[src/rtl/ofdm_rx_ctrl_pkg.sv]
// Shared types for the OFDM RX frame sequencer.
package ofdm_rx_ctrl_pkg;

  localparam int unsigned state_width_c = 3;

  typedef enum logic [state_width_c-1:0] {
    StIdle,
    StInit,
    StSearch,
    StAlign,
    StReceive,
    StDone
  } state_e;

endpackage

[src/rtl/ofdm_rx_symbol_timer.sv]
// In-symbol sample index and symbol counters with FFT-window decode.
module ofdm_rx_symbol_timer #(
  parameter int unsigned symbol_length_c     = 320,
  parameter int unsigned raw_symbol_length_c = 256
) (
  input  logic       clk,
  input  logic       rst,
  input  logic       clear,
  input  logic       valid,
  input  logic [7:0] num_symbols,
  output logic       symbol_start,
  output logic       fft_window,
  output logic       last_sample
);

  localparam int unsigned idx_width_c = $clog2(symbol_length_c);
  localparam logic [idx_width_c-1:0] idx_last_c  = idx_width_c'(symbol_length_c - 1);
  localparam logic [idx_width_c-1:0] fft_first_c =
      idx_width_c'(symbol_length_c - raw_symbol_length_c);

  logic [idx_width_c-1:0] idx_q, idx_d;
  logic [7:0]             sym_q, sym_d;
  logic [7:0]             sym_last;
  logic                   wrap;

  // A frame length of 0 symbols behaves as a single symbol.
  assign sym_last = (num_symbols == 8'd0) ? 8'd0 : num_symbols - 8'd1;
  assign wrap     = (idx_q == idx_last_c);

  always_comb begin
    idx_d = idx_q;
    sym_d = sym_q;
    if (clear) begin
      idx_d = '0;
      sym_d = '0;
    end else if (valid) begin
      if (wrap) begin
        idx_d = '0;
        sym_d = sym_q + 8'd1;
      end else begin
        idx_d = idx_q + idx_width_c'(1);
      end
    end
  end

  always_ff @(posedge clk or posedge rst) begin
    if (rst) begin
      idx_q <= '0;
      sym_q <= '0;
    end else begin
      idx_q <= idx_d;
      sym_q <= sym_d;
    end
  end

  assign symbol_start = valid && (idx_q == '0);
  assign fft_window   = valid && (idx_q >= fft_first_c);
  assign last_sample  = valid && wrap && (sym_q == sym_last);

endmodule

[src/rtl/ofdm_rx_ctrl.sv]
// OFDM RX frame sequencer: init, signal search, coarse alignment, symbol timing, frame end.
module ofdm_rx_ctrl
  import ofdm_rx_ctrl_pkg::*;
#(
  parameter int unsigned sample_bit_width_c  = 12,
  parameter int unsigned symbol_length_c     = 320,
  parameter int unsigned raw_symbol_length_c = 256,
  parameter int unsigned init_cycles_c       = 4,
  parameter int unsigned level_hits_c        = 8,
  parameter int unsigned timeout_width_c     = 20
) (
  input  logic                          sys_clk,
  input  logic                          sys_rst,
  input  logic                          start,
  input  logic                          abort,
  input  logic [sample_bit_width_c-1:0] cfg_min_level,
  input  logic [7:0]                    cfg_num_symbols,
  input  logic [timeout_width_c-1:0]    cfg_timeout,
  input  logic                          rx_data_valid,
  input  logic [sample_bit_width_c-1:0] rx_level,
  input  logic                          coarse_found,
  output logic                          sys_init,
  output logic [sample_bit_width_c-1:0] min_level,
  output logic                          dp_enable,
  output logic                          symbol_start,
  output logic                          fft_window,
  output logic                          frame_start,
  output logic                          frame_done,
  output logic                          timeout_err,
  output logic                          busy
);

  localparam int unsigned init_width_c = $clog2(init_cycles_c + 1);
  localparam int unsigned hit_width_c  = $clog2(level_hits_c + 1);
  localparam logic [init_width_c-1:0] init_last_c = init_width_c'(init_cycles_c - 1);
  localparam logic [hit_width_c-1:0]  hit_last_c  = hit_width_c'(level_hits_c - 1);

  state_e state_q, state_d;

  logic [init_width_c-1:0]       init_cnt_q;
  logic [hit_width_c-1:0]        hit_cnt_q;
  logic [timeout_width_c-1:0]    to_cnt_q, to_next, timeout_q;
  logic [sample_bit_width_c-1:0] min_level_q;
  logic [7:0]                    num_sym_q;

  logic arm, level_hit, coarse_hit, to_expire;
  logic tmr_clear, tmr_valid, tmr_symbol_start, tmr_fft_window, tmr_last_sample;

  logic sys_init_q, dp_enable_q, symbol_start_q, fft_window_q;
  logic frame_start_q, frame_done_q, timeout_err_q, busy_q;
  logic sys_init_d, dp_enable_d, symbol_start_d, fft_window_d;
  logic frame_start_d, frame_done_d, timeout_err_d, busy_d;

  assign arm        = (state_q == StIdle) && start && !abort;
  assign level_hit  = (rx_level >= min_level_q);
  assign coarse_hit = (state_q == StAlign) && rx_data_valid && coarse_found;
  assign to_next    = to_cnt_q + timeout_width_c'(1);
  assign to_expire  = rx_data_valid && (timeout_q != '0) && (to_next == timeout_q);

  // The coarse-alignment sample is in-symbol index 0, so the timer counts it too.
  assign tmr_clear = !(state_q inside {StAlign, StReceive});
  assign tmr_valid = !abort && rx_data_valid && ((state_q == StReceive) || coarse_hit);

  ofdm_rx_symbol_timer #(
    .symbol_length_c     (symbol_length_c),
    .raw_symbol_length_c (raw_symbol_length_c)
  ) u_symbol_timer (
    .clk          (sys_clk),
    .rst          (sys_rst),
    .clear        (tmr_clear),
    .valid        (tmr_valid),
    .num_symbols  (num_sym_q),
    .symbol_start (tmr_symbol_start),
    .fft_window   (tmr_fft_window),
    .last_sample  (tmr_last_sample)
  );

  always_ff @(posedge sys_clk or posedge sys_rst) begin
    if (sys_rst) begin
      state_q <= StIdle;
    end else begin
      state_q <= state_d;
    end
  end

  always_comb begin
    state_d = state_q;
    if (abort) begin
      state_d = StIdle;
    end else begin
      unique case (state_q)
        StIdle:    if (start) state_d = StInit;
        StInit:    if (init_cnt_q == init_last_c) state_d = StSearch;
        StSearch: begin
          if (to_expire) begin
            state_d = StDone;
          end else if (rx_data_valid && level_hit && (hit_cnt_q == hit_last_c)) begin
            state_d = StAlign;
          end
        end
        // Coarse alignment takes priority over a timeout on the same sample.
        StAlign: begin
          if (coarse_hit) begin
            state_d = StReceive;
          end else if (to_expire) begin
            state_d = StDone;
          end
        end
        StReceive: if (tmr_last_sample) state_d = StDone;
        StDone:    state_d = StIdle;
        default:   state_d = StIdle;
      endcase
    end
  end

  always_comb begin
    sys_init_d     = (state_d == StInit);
    busy_d         = (state_d != StIdle);
    dp_enable_d    = state_d inside {StSearch, StAlign, StReceive};
    frame_start_d  = coarse_hit && !abort;
    frame_done_d   = (state_d == StDone);
    symbol_start_d = tmr_symbol_start;
    fft_window_d   = tmr_fft_window;
    timeout_err_d  = timeout_err_q;
    if (arm) begin
      timeout_err_d = 1'b0;
    end
    if ((state_d == StDone) && (state_q inside {StSearch, StAlign})) begin
      timeout_err_d = 1'b1;
    end
  end

  always_ff @(posedge sys_clk or posedge sys_rst) begin
    if (sys_rst) begin
      init_cnt_q  <= '0;
      hit_cnt_q   <= '0;
      to_cnt_q    <= '0;
      timeout_q   <= '0;
      min_level_q <= '0;
      num_sym_q   <= '0;
    end else begin
      init_cnt_q <= (state_q == StInit) ? init_cnt_q + init_width_c'(1) : '0;
      if (state_q != StSearch) begin
        hit_cnt_q <= '0;
      end else if (rx_data_valid) begin
        hit_cnt_q <= level_hit ? hit_cnt_q + hit_width_c'(1) : '0;
      end
      if (!(state_q inside {StSearch, StAlign})) begin
        to_cnt_q <= '0;
      end else if (rx_data_valid) begin
        to_cnt_q <= to_next;
      end
      if (arm) begin
        min_level_q <= cfg_min_level;
        num_sym_q   <= cfg_num_symbols;
        timeout_q   <= cfg_timeout;
      end
    end
  end

  always_ff @(posedge sys_clk or posedge sys_rst) begin
    if (sys_rst) begin
      sys_init_q     <= 1'b0;
      dp_enable_q    <= 1'b0;
      symbol_start_q <= 1'b0;
      fft_window_q   <= 1'b0;
      frame_start_q  <= 1'b0;
      frame_done_q   <= 1'b0;
      timeout_err_q  <= 1'b0;
      busy_q         <= 1'b0;
    end else begin
      sys_init_q     <= sys_init_d;
      dp_enable_q    <= dp_enable_d;
      symbol_start_q <= symbol_start_d;
      fft_window_q   <= fft_window_d;
      frame_start_q  <= frame_start_d;
      frame_done_q   <= frame_done_d;
      timeout_err_q  <= timeout_err_d;
      busy_q         <= busy_d;
    end
  end

  assign sys_init     = sys_init_q;
  assign min_level    = min_level_q;
  assign dp_enable    = dp_enable_q;
  assign symbol_start = symbol_start_q;
  assign fft_window   = fft_window_q;
  assign frame_start  = frame_start_q;
  assign frame_done   = frame_done_q;
  assign timeout_err  = timeout_err_q;
  assign busy         = busy_q;

endmodule
[config.mk]
export PLATFORM = sky130hd
export DESIGN_NAME = ofdm_rx_ctrl
export DESIGN_NICKNAME = d
export VERILOG_FILES = /design/src/rtl/ofdm_rx_ctrl_pkg.sv /design/src/rtl/ofdm_rx_symbol_timer.sv /design/src/rtl/ofdm_rx_ctrl.sv
export SDC_FILE = /design/constraint.sdc
export NUM_CORES = 1
export LEC_CHECK = 0
export ABC_AREA = 1
export CORE_ASPECT_RATIO = 1.1
export CORE_MARGIN = 3
export CORE_UTILIZATION = 50
export CTS_CLUSTER_DIAMETER = 30
export DETAILED_ROUTE_END_ITERATION = 8
export PLACE_DENSITY = 0.73
export SETUP_SLACK_MARGIN = 0.02
export SLEW_MARGIN = 15
export SYNTH_ARGS = -nofsm -noshare
export SYNTH_HDL_FRONTEND = slang
export SYNTH_SLANG_ARGS = --single-unit
[constraint.sdc]
create_clock -name sys_clk -period 2.5 [get_ports sys_clk]
set_input_delay 0.25 -clock sys_clk [delete_from_list [all_inputs] [get_ports sys_clk]]
set_output_delay 0.25 -clock sys_clk [all_outputs]
set_load 0.02 [all_outputs]
==> results of run 1 <==
cell usage after synthesis (2+ instances only):
cell type / count / share of area
nand2_1: 182 / 0.12
inv_1: 103 / 0.070
dfrtp_1: 95 / 0.43
nand3_1: 76 / 0.069
o21ai_0: 65 / 0.059
nor2_1: 59 / 0.040
a21oi_1: 22 / 0.020
ha_1: 20 / 0.045
nand4_1: 16 / 0.018
nand2_2: 14 / 0.016
o22ai_1: 12 / 0.014
nor2_2: 10 / 0.011
xor2_1: 10 / 0.016
clkbuf_1: 9 / 0.0061
nor3_1: 9 / 0.0081
inv_2: 7 / 0.0047
nor2_4: 5 / 0.010
o21ai_1: 4 / 0.0036
buf_1: 2 / 0.0014
mux2_2: 2 / 0.0041
nand4_2: 2 / 0.0045
nor3b_1: 2 / 0.0027
nor4_1: 2 / 0.0023
o211ai_1: 2 / 0.0027
o21a_1: 2 / 0.0027
o21ai_2: 2 / 0.0032
o31ai_1: 2 / 0.0027
registers in the layout, indices dropped and copies added, names as in the netlist:
signal	count
busy	1
dp_enable	1
fft_window	1
frame_done	1
frame_start	1
hit_cnt_q	4
init_cnt_q	3
min_level	12
num_sym_q	8
state_q	3
symbol_start	1
sys_init	1
timeout_err	1
timeout_q	20
to_cnt_q	20
u_symbol_timer.idx_q	9
u_symbol_timer.sym_q	8
worst paths after layout:
path,slack [ps],depth (start not counted),start,end
worst min-delay path,180,2,sys_rst,min_level[3]
worst max-delay path,220,16,to_cnt_q[0],timeout_err
worst min register to register,450,1,init_cnt_q[0],init_cnt_q[0]
max in group asynchronous,1800,3,sys_rst,to_cnt_q[2]
min in group sys_clk,450,1,init_cnt_q[0],init_cnt_q[0]
worst max register to register,220,16,to_cnt_q[0],timeout_err
where the power goes:
part / total, mW / leakage, nW / internal (mW) / switching, mW
clock network: 1.50 / 0.155 / 0.886 / 0.617
logic: 0.858 / 1.70 / 0.363 / 0.495
registers: 1.75 / 1.26 / 1.67 / 0.0810
total: 4.11 / 3.11 / 2.92 / 1.19
logic make-up (layout without fill, tap and decap cells):
kind of cell             after synthesis  in the layout
AO/OA/AOI/OAI                        114            114
XOR/XNOR                              10             10
multiplexers                           2              2
adder cells (fa/ha/maj)               20             20
AND/OR/NAND/NOR                      379            379
buffers and inverters                123            220
flip-flops                            95             95
critical path, delay by kind of cell, from the launching register on:
| family | cells | cell delay [ps] |
|---|---|---|
| adder cells (fa/ha/maj) | 1 | 180 |
| AND/OR/NAND/NOR | 13 | 1380 |
| flip-flops | 1 | 390 |
| buffers and inverters | 2 | 280 |
per-stage QoR:
stage,power (mW),setup slack [ps]
floorplan,2.276,474.6
global placement,2.608,217.6
detailed placement,2.627,152.7
CTS,4.131,131.8
global route,4.330,29.87
finish,4.112,220.2
layer usage:
metal / wire [um] / global-route usage
met5: 0 / 0
met4: 338 / 0.08722
met3: 615 / 0.06025
met2: 7425 / 0.4504
met1: 5821 / 0.2708
repair_timing:
| action | CTS | global route |
|---|---|---|
| resized for setup | 0 | 10 |
| buffers inserted | 0 | 1 |
| setup endpoints to repair | 0 | 6 |
area by class of cell:
type,count,area share
Clock inverter,6,0.01327
Clock buffer,10,0.03283
Multi-Input combinational cell,525,0.3934
Sequential cell,95,0.3410
Tap cell,143,0.02565
Timing Repair Buffer,94,0.1342
Inverter,110,0.05973
==> results_dict.tcl, run 1 <==
set metrics [dict create \
    fmaxAchievable_mhz 438.6 \
    synth_cells 743 \
    path_max_fanout 5 \
    seqCellArea_sq_um 2379 \
    row_count 39 \
    chipWidth_um 106.4 \
    maxCapViolCount 0 \
    fillers 900 \
    io_pins 78 \
    drt-total-wl_mm 14.20 \
    synthArstFlopShare 1.000 \
    synthToLayoutAreaGrowth_pct 25.93 \
    dieArea_sq_um 12380 \
    ant_nets 0 \
    p_leak_nw 3.114 \
    path_clk_slew_ps 70 \
    grt_max_degree 48 \
    syn_area_per_cell_sq_um 7.455 \
    final_cell_mix "nand2_1 (181), inv_1 (102), dfrtp_1 (94)" \
    gr-total-overflow 0 \
    grt_first_pass_wirelength_mm 23.80 \
    cp-start-kind "flip-flop" \
    io_buffers 77 \
    netlist_area_sq_um 5539 \
    synth_compound_area_frac 0.1116 \
    antennaDiodeCount 0 \
    final_common_cell "nand2_1" \
    routabilityCongestion 0.8977 \
    cp_cell_sequence "ha_4 > nand2_2 > nor2_4 > buf_4 > nand4_1 > nand3_1 > nand2_1 > nor2_1 > nand3_1 > nor2_2 > nand2_2 > nand3_1 > nand2_1 > inv_1 > nand3_1 > nand2_1" \
    synth-main-ff-cell "dfrtp_1" \
    rsz0062_at_grt "false" \
    tritoncts "built" \
    cts_root_buf "clkbuf_16" \
    finalCritPeriodShare 0.9119 \
    post-dp-hpwl_mm 10.77 \
    syn_nets 821 \
    die_h_um 116.4 \
    finalHoldWorstSlack_ps 184.2 \
    ys_seq_area_frac 0.4292 \
    synthAdderAreaFrac 0.04518 \
    powerDensity_nw_per_um2 589.5 \
    period_needed_ps 2280 \
    synth_xor_area_frac 0.01581 \
    antenna_found_initial 0 \
    ys.warnings.count 0 \
    slew_viol_final 0 \
    multi_input_area_sq_um 2744 \
    grt_pass1_vias 5298 \
    fin_util 0.6588 \
    clk_latency_ps 360 \
    cts_made_buffers 9 \
    path_class "reg2reg" \
    ctsLongestPathBuffers 2 \
    critPathRequiredTime_ps 2800 \
    final_area_sq_um 6975 \
    synth_top_family_by_area "simple AND/OR/NAND/NOR gates" \
    hold_path_class "in2async" \
    synthDistinctLibCells 34 \
    detail_route.vias_per_cell 5.309 \
    drt-pass1-iter-count 5 \
    crit_top_cell "nand3_1" \
    clkSinkCount 95 \
    setup_viol 0 \
    cpPeakStageDelay_ps 390 \
    cts-htree-levels 3 \
    hold_viol 0 \
    clock_skew_ps 10.94 \
    synth_mux_area_frac 0.004066 \
    max_slew_margin 0.5566 \
    track_usage 0.2426 \
    cp_slowest_cell "dfrtp_1" \
    routed-via-count 5219 \
    initial_core_util 0.5231 \
    post-place-cells 966 \
    peakVddDrop_mv 0.4391 \
    tns_ps 0 \
    hold_buffers 0 \
    stdcell_count 983 \
    design.core.area_sq_um 10590 \
    drive_gt1_frac 0.1024 \
    ys_ff_latch 95 \
    status "completed" \
    drt_first_iter_violations 323 \
    synth-simple-area-share 0.3099 \
    synth-edff-count 0 \
    final_nets 913 \
    cp-end-kind "flip-flop" \
    worst_pin_slew_ps 664.4 \
    wire_per_inst_um 14.45 \
    cp.arrival_ps 2580 \
    drc_errors 0 \
    dpl_cell_area_sq_um 6604 \
]
Note: power is estimated with default switching activity, not from simulation.
==> inputs of run 2 (changes only) <==
--- a/config.mk
+++ b/config.mk
@@ -11,8 +11,11 @@
 export CORE_UTILIZATION = 50
 export CTS_CLUSTER_DIAMETER = 30
 export DETAILED_ROUTE_END_ITERATION = 8
+export GPL_ROUTABILITY_DRIVEN = 1
+export GPL_TIMING_DRIVEN = 0
 export PLACE_DENSITY = 0.73
 export SETUP_SLACK_MARGIN = 0.02
+export SKIP_CTS_REPAIR_TIMING = 1
 export SLEW_MARGIN = 15
 export SYNTH_ARGS = -nofsm -noshare
 export SYNTH_HDL_FRONTEND = slang
==> run 2 against run 1 <==
  * Non-clock buffer count increased by 8
  * Largest cell class unchanged
  * First-iteration DRC count decreased by 12%
  * Global-route usage increased by 0.12 points
  * Sequential share of layout area decreased by 0.092 points
  * Critical path depth increased by 2
==> results_dict.tcl, run 2 (same netlist as run 1, synthesis figures left out) <==
set metrics [dict create \
    status "completed" \
    io_pins 78 \
    crit_top_cell "nand2_1" \
    cts-htree-levels 3 \
    period_needed_ps 2287 \
    synthToLayoutAreaGrowth_pct 26.41 \
    grt_pass1_vias 5315 \
    post-place-cells 966 \
    reg2reg_from "to_cnt_q[0]" \
    path_class "reg2reg" \
    grt_max_degree 28 \
    hold_viol 0 \
    cp-start-kind "flip-flop" \
    final_area_sq_um 7002 \
    clock_skew_ps 7.495 \
    drt_first_iter_violations 283 \
    cp_slowest_cell "dfrtp_1" \
    finalCritPeriodShare 0.9150 \
    gr-total-overflow 0 \
    antennaDiodeCount 0 \
    peakVddDrop_mv 0.3276 \
    maxCapViolCount 0 \
    initial_core_util 0.5231 \
    chipWidth_um 106.4 \
    final_cell_mix "nand2_1 (181), inv_1 (102), dfrtp_1 (92)" \
    detail_route.vias_per_cell 5.324 \
    ant_nets 0 \
    powerDensity_nw_per_um2 560.9 \
    worst_pin_slew_ps 645.9 \
    fmaxAchievable_mhz 437.2 \
    cpPeakStageDelay_ps 380 \
    cp_cell_sequence "clkbuf_4 > inv_2 > nor2_4 > nand2_4 > xor2_1 > nand2_1 > nand2_1 > nor2_1 > nand3_1 > nor2_2 > nand2_2 > nand2_1 > nand2_1 > nand2_1 > nand2_2 > inv_2 > nand2_2 > nor2_1" \
    r2r_slack_ps 210 \
    wire_per_inst_um 14.53 \
    antenna_found_initial 0 \
    p_leak_nw 3.111 \
    row_count 39 \
    critPathRequiredTime_ps 2780 \
    setup_viol 0 \
    drt-total-wl_mm 14.40 \
    cts_root_buf "clkbuf_16" \
    cts_made_buffers 9 \
    dpl_cell_area_sq_um 6568 \
    drc_errors 0 \
    max_slew_margin 0.5694 \
    io_buffers 77 \
    post-dp-hpwl_mm 11.07 \
    cp-end-kind "flip-flop" \
    tns_ps 0 \
    final_common_cell "nand2_1" \
    clk_latency_ps 350 \
    finalHoldWorstSlack_ps 310.4 \
    cp.arrival_ps 2570 \
    ctsLongestPathBuffers 2 \
    tritoncts "built" \
    fin_util 0.6612 \
    clkSinkCount 95 \
    routabilityCongestion 0.9196 \
    path_max_fanout 8 \
    rsz0062_at_grt "true" \
    track_usage 0.2438 \
    path_clk_slew_ps 70 \
    die_h_um 116.4 \
    drt-pass1-iter-count 5 \
    dieArea_sq_um 12380 \
    hold_path_class "in2async" \
    reg2reg_to "frame_done" \
    r2r.worst_path.cells 18 \
    stdcell_count 991 \
    final_nets 921 \
    routed-via-count 5276 \
    grt_first_pass_wirelength_mm 24.12 \
    drive_gt1_frac 0.1026 \
    design.core.area_sq_um 10590 \
    slew_viol_final 0 \
]
[run 2: worst max-delay path, delay by kind of cell, from the launching register on]
| family | cells | cell delay [ps] |
|---|---|---|
| AND/OR/NAND/NOR | 14 | 1260 |
| XOR/XNOR | 1 | 170 |
| flip-flops | 1 | 380 |
| buffers and inverters | 3 | 380 |
[run 2: worst max path at each step]
stage,startpoint,cells after the start,endpoint,slack (ps)
3_3_place_gp,to_cnt_q[1],18,timeout_err,-60
3_5_place_dp,to_cnt_q[1],19,frame_done,-90
5_1_grt,num_sym_q[0],17,frame_done,-30
2_1_floorplan,to_cnt_q[1],17,timeout_err,470
6_report,to_cnt_q[0],18,frame_done,210
4_1_cts,to_cnt_q[1],19,frame_done,-110
[run 2: metal layers]
layer,vias to the layer above,GRT usage,share of wire
li1,2613,-,-
met1,2503,0.2838,0.41
met5,-,0,0
met3,36,0.03814,0.041
met4,0,0.1269,0.037
met2,124,0.4368,0.51
[run 2: power by group]
group	switching (mW)	internal [mW]	total, mW	leakage, nW
clock network	0.597	0.704	1.30	0.125
logic	0.505	0.368	0.872	1.73
registers	0.0831	1.67	1.75	1.25
[run 2: area by class of cell]
cell class | instances | area, sq um
Timing Repair Buffer | 89 | 913.4
Clock inverter | 4 | 31.28
Sequential cell | 95 | 2381
Inverter | 110 | 416.7
Tap cell | 143 | 178.9
Fill cell | 943 | 3587
Clock buffer | 12 | 246.5
Multi-Input combinational cell | 525 | 2776
Buffer | 13 | 57.56
[run 2: stage by stage]
step | power, mW | worst slack, ps
6_report | 3.927 | 212.5
5_1_grt | 4.141 | -27.31
4_1_cts | 3.944 | -112.7
3_5_place_dp | 2.633 | -92.02
3_3_place_gp | 2.589 | -61.84
2_1_floorplan | 2.276 | 474.6
